$ cat src/rtl/ysyx_23060191_trap_seq_pkg.sv
// Shared constants for the trap/return sequencer:
// CSR addresses, mstatus bit positions and sequencer states.
package ysyx_23060191_trap_seq_pkg;

    localparam logic [11:0] CSR_MTVEC   = 12'h305;
    localparam logic [11:0] CSR_MEPC    = 12'h341;
    localparam logic [11:0] CSR_MCAUSE  = 12'h342;
    localparam logic [11:0] CSR_MSTATUS = 12'h300;

    localparam int MS_MIE    = 3;
    localparam int MS_MPIE   = 7;
    localparam int MS_MPP_LO = 11;
    localparam int MS_MPP_HI = 12;

    typedef enum logic [2:0] {
        S_IDLE,
        S_T_MEPC,
        S_T_MCAUSE,
        S_T_MSTAT,
        S_T_JUMP,
        S_R_MSTAT,
        S_R_JUMP
    } state_e;

endpackage

$ cat src/rtl/ysyx_23060191_mstatus_upd.sv
// Next-value of mstatus for trap entry (i_is_ret=0) or mret (i_is_ret=1).
// Only MIE, MPIE and MPP change; every other bit passes through.
import ysyx_23060191_trap_seq_pkg::*;

module ysyx_23060191_mstatus_upd #(
    parameter int XLEN = 32
) (
    input  logic [XLEN-1:0] i_mstatus,
    input  logic            i_is_ret,
    output logic [XLEN-1:0] o_mstatus
);

    always_comb begin
        o_mstatus = i_mstatus;
        o_mstatus[MS_MPP_HI:MS_MPP_LO] = 2'b11;
        if (i_is_ret) begin
            o_mstatus[MS_MIE]  = i_mstatus[MS_MPIE];
            o_mstatus[MS_MPIE] = 1'b1;
        end else begin
            o_mstatus[MS_MPIE] = i_mstatus[MS_MIE];
            o_mstatus[MS_MIE]  = 1'b0;
        end
    end

endmodule

$ cat src/rtl/ysyx_23060191_trap_seq.sv
// Trap/return sequencer and single write-port arbiter for the CSR file.
// ecall/mret become fixed CSR write sequences ending in one PC redirect.
import ysyx_23060191_trap_seq_pkg::*;

module ysyx_23060191_trap_seq #(
    parameter int XLEN  = 32,
    parameter int CNT_W = 16
) (
    input  logic             clk,
    input  logic             i_rst_n,
    input  logic             i_ecall,
    input  logic             i_mret,
    input  logic [XLEN-1:0]  i_pc,
    input  logic [XLEN-1:0]  i_ecall_NO,
    input  logic [XLEN-1:0]  i_mtvec,
    input  logic [XLEN-1:0]  i_mepc,
    input  logic [XLEN-1:0]  i_mstatus,
    input  logic             i_inst_wr_en,
    input  logic [11:0]      i_inst_waddr,
    input  logic [XLEN-1:0]  i_inst_wdata,
    output logic             o_csr_wr_en,
    output logic [11:0]      o_csr_waddr,
    output logic [XLEN-1:0]  o_csr_wdata,
    output logic             o_stall,
    output logic             o_redirect,
    output logic [XLEN-1:0]  o_redirect_pc,
    output logic [CNT_W-1:0] o_trap_cnt
);

    state_e           r_state;
    state_e           w_next;
    logic [XLEN-1:0]  r_pc;
    logic [XLEN-1:0]  r_cause;
    logic [XLEN-1:0]  r_redirect_pc;
    logic [CNT_W-1:0] r_trap_cnt;
    logic [XLEN-1:0]  w_mstat_upd;
    logic [XLEN-1:0]  w_jump_pc;
    logic             w_idle;
    logic             w_is_ret;

    assign w_idle   = (r_state == S_IDLE);
    assign w_is_ret = (r_state == S_R_MSTAT);

    ysyx_23060191_mstatus_upd #(
        .XLEN(XLEN)
    ) u_mstatus_upd (
        .i_mstatus (i_mstatus),
        .i_is_ret  (w_is_ret),
        .o_mstatus (w_mstat_upd)
    );

    always_ff @(posedge clk or negedge i_rst_n) begin
        if (!i_rst_n) begin
            r_state <= S_IDLE;
        end else begin
            r_state <= w_next;
        end
    end

    always_ff @(posedge clk or negedge i_rst_n) begin
        if (!i_rst_n) begin
            r_pc       <= '0;
            r_cause    <= '0;
            r_trap_cnt <= '0;
        end else if (w_idle && i_ecall) begin
            r_pc       <= i_pc;
            r_cause    <= i_ecall_NO;
            r_trap_cnt <= r_trap_cnt + CNT_W'(1);
        end
    end

    always_ff @(posedge clk or negedge i_rst_n) begin
        if (!i_rst_n) begin
            r_redirect_pc <= '0;
        end else if (o_redirect) begin
            r_redirect_pc <= w_jump_pc;
        end
    end

    // Direct mode only: mtvec low bits are the mode field, not address.
    assign w_jump_pc = (r_state == S_R_JUMP) ? i_mepc
                     : {i_mtvec[XLEN-1:2], 2'b00};

    assign o_redirect_pc = o_redirect ? w_jump_pc : r_redirect_pc;
    assign o_stall       = !w_idle || i_ecall || i_mret;
    assign o_trap_cnt    = r_trap_cnt;

    always_comb begin
        w_next      = r_state;
        o_csr_wr_en = 1'b0;
        o_csr_waddr = '0;
        o_csr_wdata = '0;
        o_redirect  = 1'b0;
        unique case (r_state)
            S_IDLE: begin
                if (i_ecall) begin
                    w_next = S_T_MEPC;
                end else if (i_mret) begin
                    w_next = S_R_MSTAT;
                end else begin
                    o_csr_wr_en = i_inst_wr_en;
                    o_csr_waddr = i_inst_waddr;
                    o_csr_wdata = i_inst_wdata;
                end
            end
            S_T_MEPC: begin
                o_csr_wr_en = 1'b1;
                o_csr_waddr = CSR_MEPC;
                o_csr_wdata = r_pc;
                w_next      = S_T_MCAUSE;
            end
            S_T_MCAUSE: begin
                o_csr_wr_en = 1'b1;
                o_csr_waddr = CSR_MCAUSE;
                o_csr_wdata = r_cause;
                w_next      = S_T_MSTAT;
            end
            S_T_MSTAT: begin
                o_csr_wr_en = 1'b1;
                o_csr_waddr = CSR_MSTATUS;
                o_csr_wdata = w_mstat_upd;
                w_next      = S_T_JUMP;
            end
            S_T_JUMP: begin
                o_redirect = 1'b1;
                w_next     = S_IDLE;
            end
            S_R_MSTAT: begin
                o_csr_wr_en = 1'b1;
                o_csr_waddr = CSR_MSTATUS;
                o_csr_wdata = w_mstat_upd;
                w_next      = S_R_JUMP;
            end
            S_R_JUMP: begin
                o_redirect = 1'b1;
                w_next     = S_IDLE;
            end
            default: begin
                w_next = S_IDLE;
            end
        endcase
    end

endmodule

$ cat config.mk
export PLATFORM = sky130hd
export DESIGN_NAME = ysyx_23060191_trap_seq
export DESIGN_NICKNAME = d
export VERILOG_FILES = /design/src/rtl/ysyx_23060191_trap_seq_pkg.sv /design/src/rtl/ysyx_23060191_mstatus_upd.sv /design/src/rtl/ysyx_23060191_trap_seq.sv
export SDC_FILE = /design/constraint.sdc
export NUM_CORES = 1
export LEC_CHECK = 0
export BUFFER_PORTS_ARGS = -buffer_cell sky130_fd_sc_hd__buf_2
export CORE_ASPECT_RATIO = 1.25
export CORE_MARGIN = 2
export CORE_UTILIZATION = 40
export DETAILED_ROUTE_END_ITERATION = 8
export PLACE_DENSITY = 0.71
export SLEW_MARGIN = 20
export SYNTH_ARGS = -nofsm -noshare
export SYNTH_HDL_FRONTEND = slang
export SYNTH_HIERARCHICAL = 1
export SYNTH_SLANG_ARGS = --single-unit
$ cat constraint.sdc
create_clock -name clk -period 3.69 [get_ports clk]
set_clock_uncertainty 0.2 [all_clocks]
set_input_delay 0.1845 -clock clk [delete_from_list [all_inputs] [get_ports clk]]
set_output_delay 0.1845 -clock clk [all_outputs]
set_load 0.01 [all_outputs]
Word-level counts from Yosys, hierarchy flattened
Index checks and enable logic that the tools add are counted.

Register bits after elaboration: 115. Bits of input ports: 209.

Reduce and logical (&&, ||, !) cells: 8. Mux-type cells: 17. Add/subtract/negate cells: 1. Eq/ne operators: 7.

Operators by type and width (count): $mux 32 (4); $pmux 32 s4 (1); $pmux 12 s4 (1); $mux 12 (2); $add 16x1->16 const B (1); $pmux 3 s5 (1); $eq 3x3->1 const B (3); $eq 3x2->1 const B (2); $mux 3 (2); $mux 1 (5); $reduce_or 2->1 (2); $reduce_or 4->1 (1); $eq 3x1->1 const B (1); $logic_not 3->1 (1); $ne 3x3->1 const B (1); $logic_or 1x1->1 (2); $pmux 1 s2 (1); $logic_and 1x1->1 (1); $logic_not 1->1 (1).

Logic depth before layout (Yosys ltp)
Depth after elaboration: 4. Gate-level depth with buffers: 10. Depth with buffers taken out: 6.

Modules after synthesis
Netlist, hierarchy kept.

By module, submodules not included: ysyx_23060191_trap_seq (cells an instance 526, instances 1, seq. area each 2877.8 um2, area each 5910.7 um2); ysyx_23060191_mstatus_upd (cells an instance 33, instances 1, seq. area each 0.0 um2, area each 242.7 um2).

Worst setup path before layout
OpenSTA, ideal clock, no wires.

Path type: register -> output. From: register r_state[0]. To: output o_csr_wdata[7]. Stages on the path, launching flop included: 10. Setup slack: 1429 ps. Data required time: 3306 ps. Arrival: 1877 ps. Path through: dfrtp_1 > nor2b_1 > buf_2 > and2_1 > clkbuf_1 > buf_2 > or2_1 > mux2_2 > a22oi_1 > o21ai_0.

Word-level cells in the longest chain between the ends: 3. Elaborated cells between the ends (all ways): 8. Classes of those cells: eq/ne (4); mux (2); reduce/logical (2).

Ends and longest elaborated chain: from (decl) (line ysyx_23060191_trap_seq.sv:30) `state_e r_state;`; from (signal assigned) (line ysyx_23060191_trap_seq.sv:56) `r_state <= w_next;`; $eq 3x3->1 (line ysyx_23060191_trap_seq.sv:42) `assign w_is_ret = (r_state == S_R_MSTAT);`; net w_is_ret (line ysyx_23060191_trap_seq.sv:39) `logic w_is_ret;`; $mux 1 (line ysyx_23060191_mstatus_upd.sv:16) `if (i_is_ret) begin`; net w_mstat_upd[7] (line ysyx_23060191_trap_seq.sv:36) `logic [XLEN-1:0] w_mstat_upd;`; $pmux 32 s4 (line ysyx_23060191_trap_seq.sv:94) `unique case (r_state)`; to (decl) (line ysyx_23060191_trap_seq.sv:23) `output logic [XLEN-1:0] o_csr_wdata,`.

The timed path passes the listed nets, and every way through them passes these cells.

Final worst setup path
From: register r_state[1]. To: output o_redirect_pc[25].

Word-level cells in the longest chain between the ends: 4. Elaborated cells between the ends (all ways): 6. Classes of those cells: eq/ne (2); mux (3); reduce/logical (1).

Ends and longest elaborated chain: $eq 3x3->1, on equally long branches (line ysyx_23060191_trap_seq.sv:81, ysyx_23060191_trap_seq.sv:94); $reduce_or 2->1 (no source line); $mux 1 (line ysyx_23060191_trap_seq.sv:94); $mux 32 (*); to (decl) (line ysyx_23060191_trap_seq.sv:26) `output logic [XLEN-1:0] o_redirect_pc,`.

Mark *: on every way between the ends. The rest lies on a longest branch, timed or not.

==> flow_summary.yaml <==
run_status:
  status: "completed"
synth:
  synth_top_area_share_pct: 46.8
  synth_cell_types: 34
  synth_mux_area_share_pct: 22.6
  synth_largest_area_cell: "dfrtp_1"
  synth_compound_area_share_pct: 14.1
  synth-seq-area-share_pct: 46.8
  yosys-top-cells-area: "dfrtp_1, mux2_2, a22oi_1"
  yosys.area_share.xor_xnor_pct: 2.28
  yosysWarnings: 6
  synth-seq-cells: 115
  synthSimpleGateAreaFrac_pct: 6.83
  synth-adder-area-share_pct: 0.203
  synth_area_per_cell_um2: 11.0
  synth_top_family_by_area: "multiplexers"
  syn_inst: 559
  syn_area_um2: 6150
critical_path:
  worstSetupStartpointType: "register"
  r2r_cells: 4
  r2r-start: "r_state[1]"
  slowest_stage: "buf_4"
  ff2ff_setup_slack_ns: 0.96
  cp-startpoint: "r_state[1]"
  rr_endpoint: "r_redirect_pc[25]"
  critPathMaxStageDelay_ns: 0.64
  end_kind: "primary output"
  path_cells: "buf_4 -> mux2i_1 -> dlygate4sd3_1 -> o21ai_0 -> buf_2"
  crit_required_ns: 3.31
  cp_data_arrival_time_ns: 3.03
  endpoint: "o_redirect_pc[25]"
  crit_path_max_fanout: 50
  path_class: "reg -> out"
grt:
  grt_pass1_wl_mm: 30.6
  globalRouteOverflowTotal: 0
  grt_util_all_layers_pct: 24.0
  grt_max_degree: 69
  grt_pass1_vias: 6083
  antenna_found_initial: 1
sta:
  fin_hold_ws_ns: 0.0369
  max_freq_mhz: 293
  finalSetupTns_ns: 0
  setup_viol: 0
  slew_headroom_pct: 39.6
  rsz0062_at_grt: "no"
  slew_violations: 0
  worst_pin_slew_ns: 0.907
  finalHoldViolCount: 0
  fin_crit_sh_pct: 92.6
  fin_ws_ns: 0.272
  period_needed_ns: 3.42
finish:
  fillers: 1149
  multi_input_area_um2: 2860
  layout.nets: 1152
  fin_cells: 1137
  drive_gt1_share_pct: 47.0
  area_growth_syn_to_layout_pct: 54.6
  ff_latch_area_um2: 2880
  fin_util_pct: 63.3
floorplanning:
  die_y_um: 143
  dieArea_um2: 16400
  core_area_um2: 15000
  io_pins: 304
  floorplan.initialDensity_pct: 41.0
  fp-row-count: 50
  die_w_um: 115
place:
  place_ws_ns: 1.24
  place_congestion: 0.785
  port_buffers: 299
  hpwlAfterDp_mm: 12.1
  dp_cells: 978
cts:
  path_clk_slew_ns: 0.05
  root_buffer: "clkbuf_16"
  numCtsBuffers: 17
  cts_num_sinks: 115
  cts_tree: "built"
  cts_max_path_buffers: 2
  clk_latency_ns: 0.41
  htreeDepth: 4
worst_hold_path:
  holdCritPathClass: "in -> reg"
route:
  drt_iter0_drc: 278
  drc: 0
  routedWlPerCell_um: 17.4
  vias_per_cell: 5.21
  first_pass_iters: 4
  ant_nets: 0
  dr_total_vias: 5924
  routed_wl_mm: 19.8
power:
  powerDensity_nw_per_um2: 781
  leakage_nw: 4.60
  ir_drop_v: 0.000400
job:
  maxCapViolations: 0
what timing repair did:
item | 4_1_cts | 5_1_grt
endpoints found under the hold margin | 164 | 0
setup buffers | 0 | 0
hold buffers | 127 | 0
gates resized for setup | 0 | 0
kinds of logic after synthesis:
logic type | after synthesis
other cells | 1
xor+xnor | 16
mux | 127
buf+inv | 80
simple gates | 81
compound gates | 138
flops | 115
fa+ha+maj | 1
synth_stat cells (all sizes together):
library cell	instances
dfrtp	115
nor4b	3
or2	1
nor2b	1
nand3	5
xnor2	7
inv	5
a22oi	64
a22o	1
buf	54
nand2b	1
nor4	2
xor2	9
a21o	4
a21oi	3
mux2i	30
o22ai	1
mux2	97
o21ai	65
clkbuf	21
ha	1
and2	10
and4	1
nor3	6
nor2	7
nand2	40
nand4	4
conb	1
cell usage in the layout, fill, tap and decap left out, types with 2 or more instances in the layout:
master / n
nand4_1: 3
and2_1: 9
xnor2_1: 7
buf_4: 12
clkbuf_8: 2
bufinv_16: 5
dfrtp_2: 2
o21ai_0: 62
a22oi_1: 64
nor4_2: 2
dlygate4sd3_1: 127
clkinvlp_4: 2
mux2_2: 97
nor3_1: 6
clkbuf_16: 17
a21o_1: 4
o21ai_1: 3
clkbuf_1: 2
nor2_1: 7
dfrtp_1: 112
nand2_1: 40
xor2_1: 9
buf_2: 298
inv_1: 5
a21oi_1: 3
conb_1: 2
mux2i_1: 30
nand3_1: 5
clkinv_2: 3
per-layer routing:
| layer | vias to the layer above | wire length (µm) | GRT usage [%] |
|---|---|---|---|
| met5 | - | 13 | 0 |
| met4 | 2 | 382 | 9.26 |
| met3 | 33 | 1440 | 7.26 |
| met2 | 273 | 10200 | 41.5 |
| met1 | 2853 | 7750 | 27.6 |
| li1 | 2763 | - | - |
worst max-delay path, delay by kind of cell (launching register included):
| family | cells | cell delay, ns |
|---|---|---|
| compound gates | 1 | 0.27 |
| buf+inv | 3 | 1.45 |
| flops | 1 | 0.63 |
| mux | 1 | 0.20 |
worst min-delay path by stage:
stage | from | end | slack (ns) | depth (start not counted)
after floorplan | i_rst_n | o_trap_cnt[0] | -0.31 | 0
after global placement | i_rst_n | r_cause[24] | 0.16 | 1
after detailed placement | i_rst_n | r_cause[24] | 0.16 | 1
after CTS | i_mepc[28] | r_redirect_pc[28] | 0.003 | 3
after global routing | i_mepc[28] | r_redirect_pc[28] | 0.02 | 3
final | i_mepc[28] | r_redirect_pc[28] | 0.04 | 3
through the flow:
stage / instance area (µm²) / total power [mW]
after floorplan: 6160 / 4.24
after global placement: 7600 / 5.26
after detailed placement: 7600 / 5.34
after CTS: 9510 / 7.36
after global routing: 9510 / 7.88
final: 9510 / 7.43
state kept, by name, summed over array words and instances (netlist names):
register and cells:
r_cause 32, r_pc 32, r_redirect_pc 32, o_trap_cnt 16, r_state 3
cell type report:
cell class	count	share of cell area, %
timing repair buffer	438	30.2
clock buffer	21	4.84
tap	182	2.39
multi-input combinational	365	30.1
clock inverter	10	1.89
antenna	1	0.0263
inverter	5	0.197
sequential	115	30.3
power by group:
| group | leakage, nW | internal (mW) | switching (mW) |
|---|---|---|---|
| registers | 1.39 | 1.85 | 0.396 |
| clock network | 0.309 | 1.23 | 0.565 |
| logic | 2.90 | 1.69 | 1.71 |
Note: power is estimated with default switching activity, not from simulation.
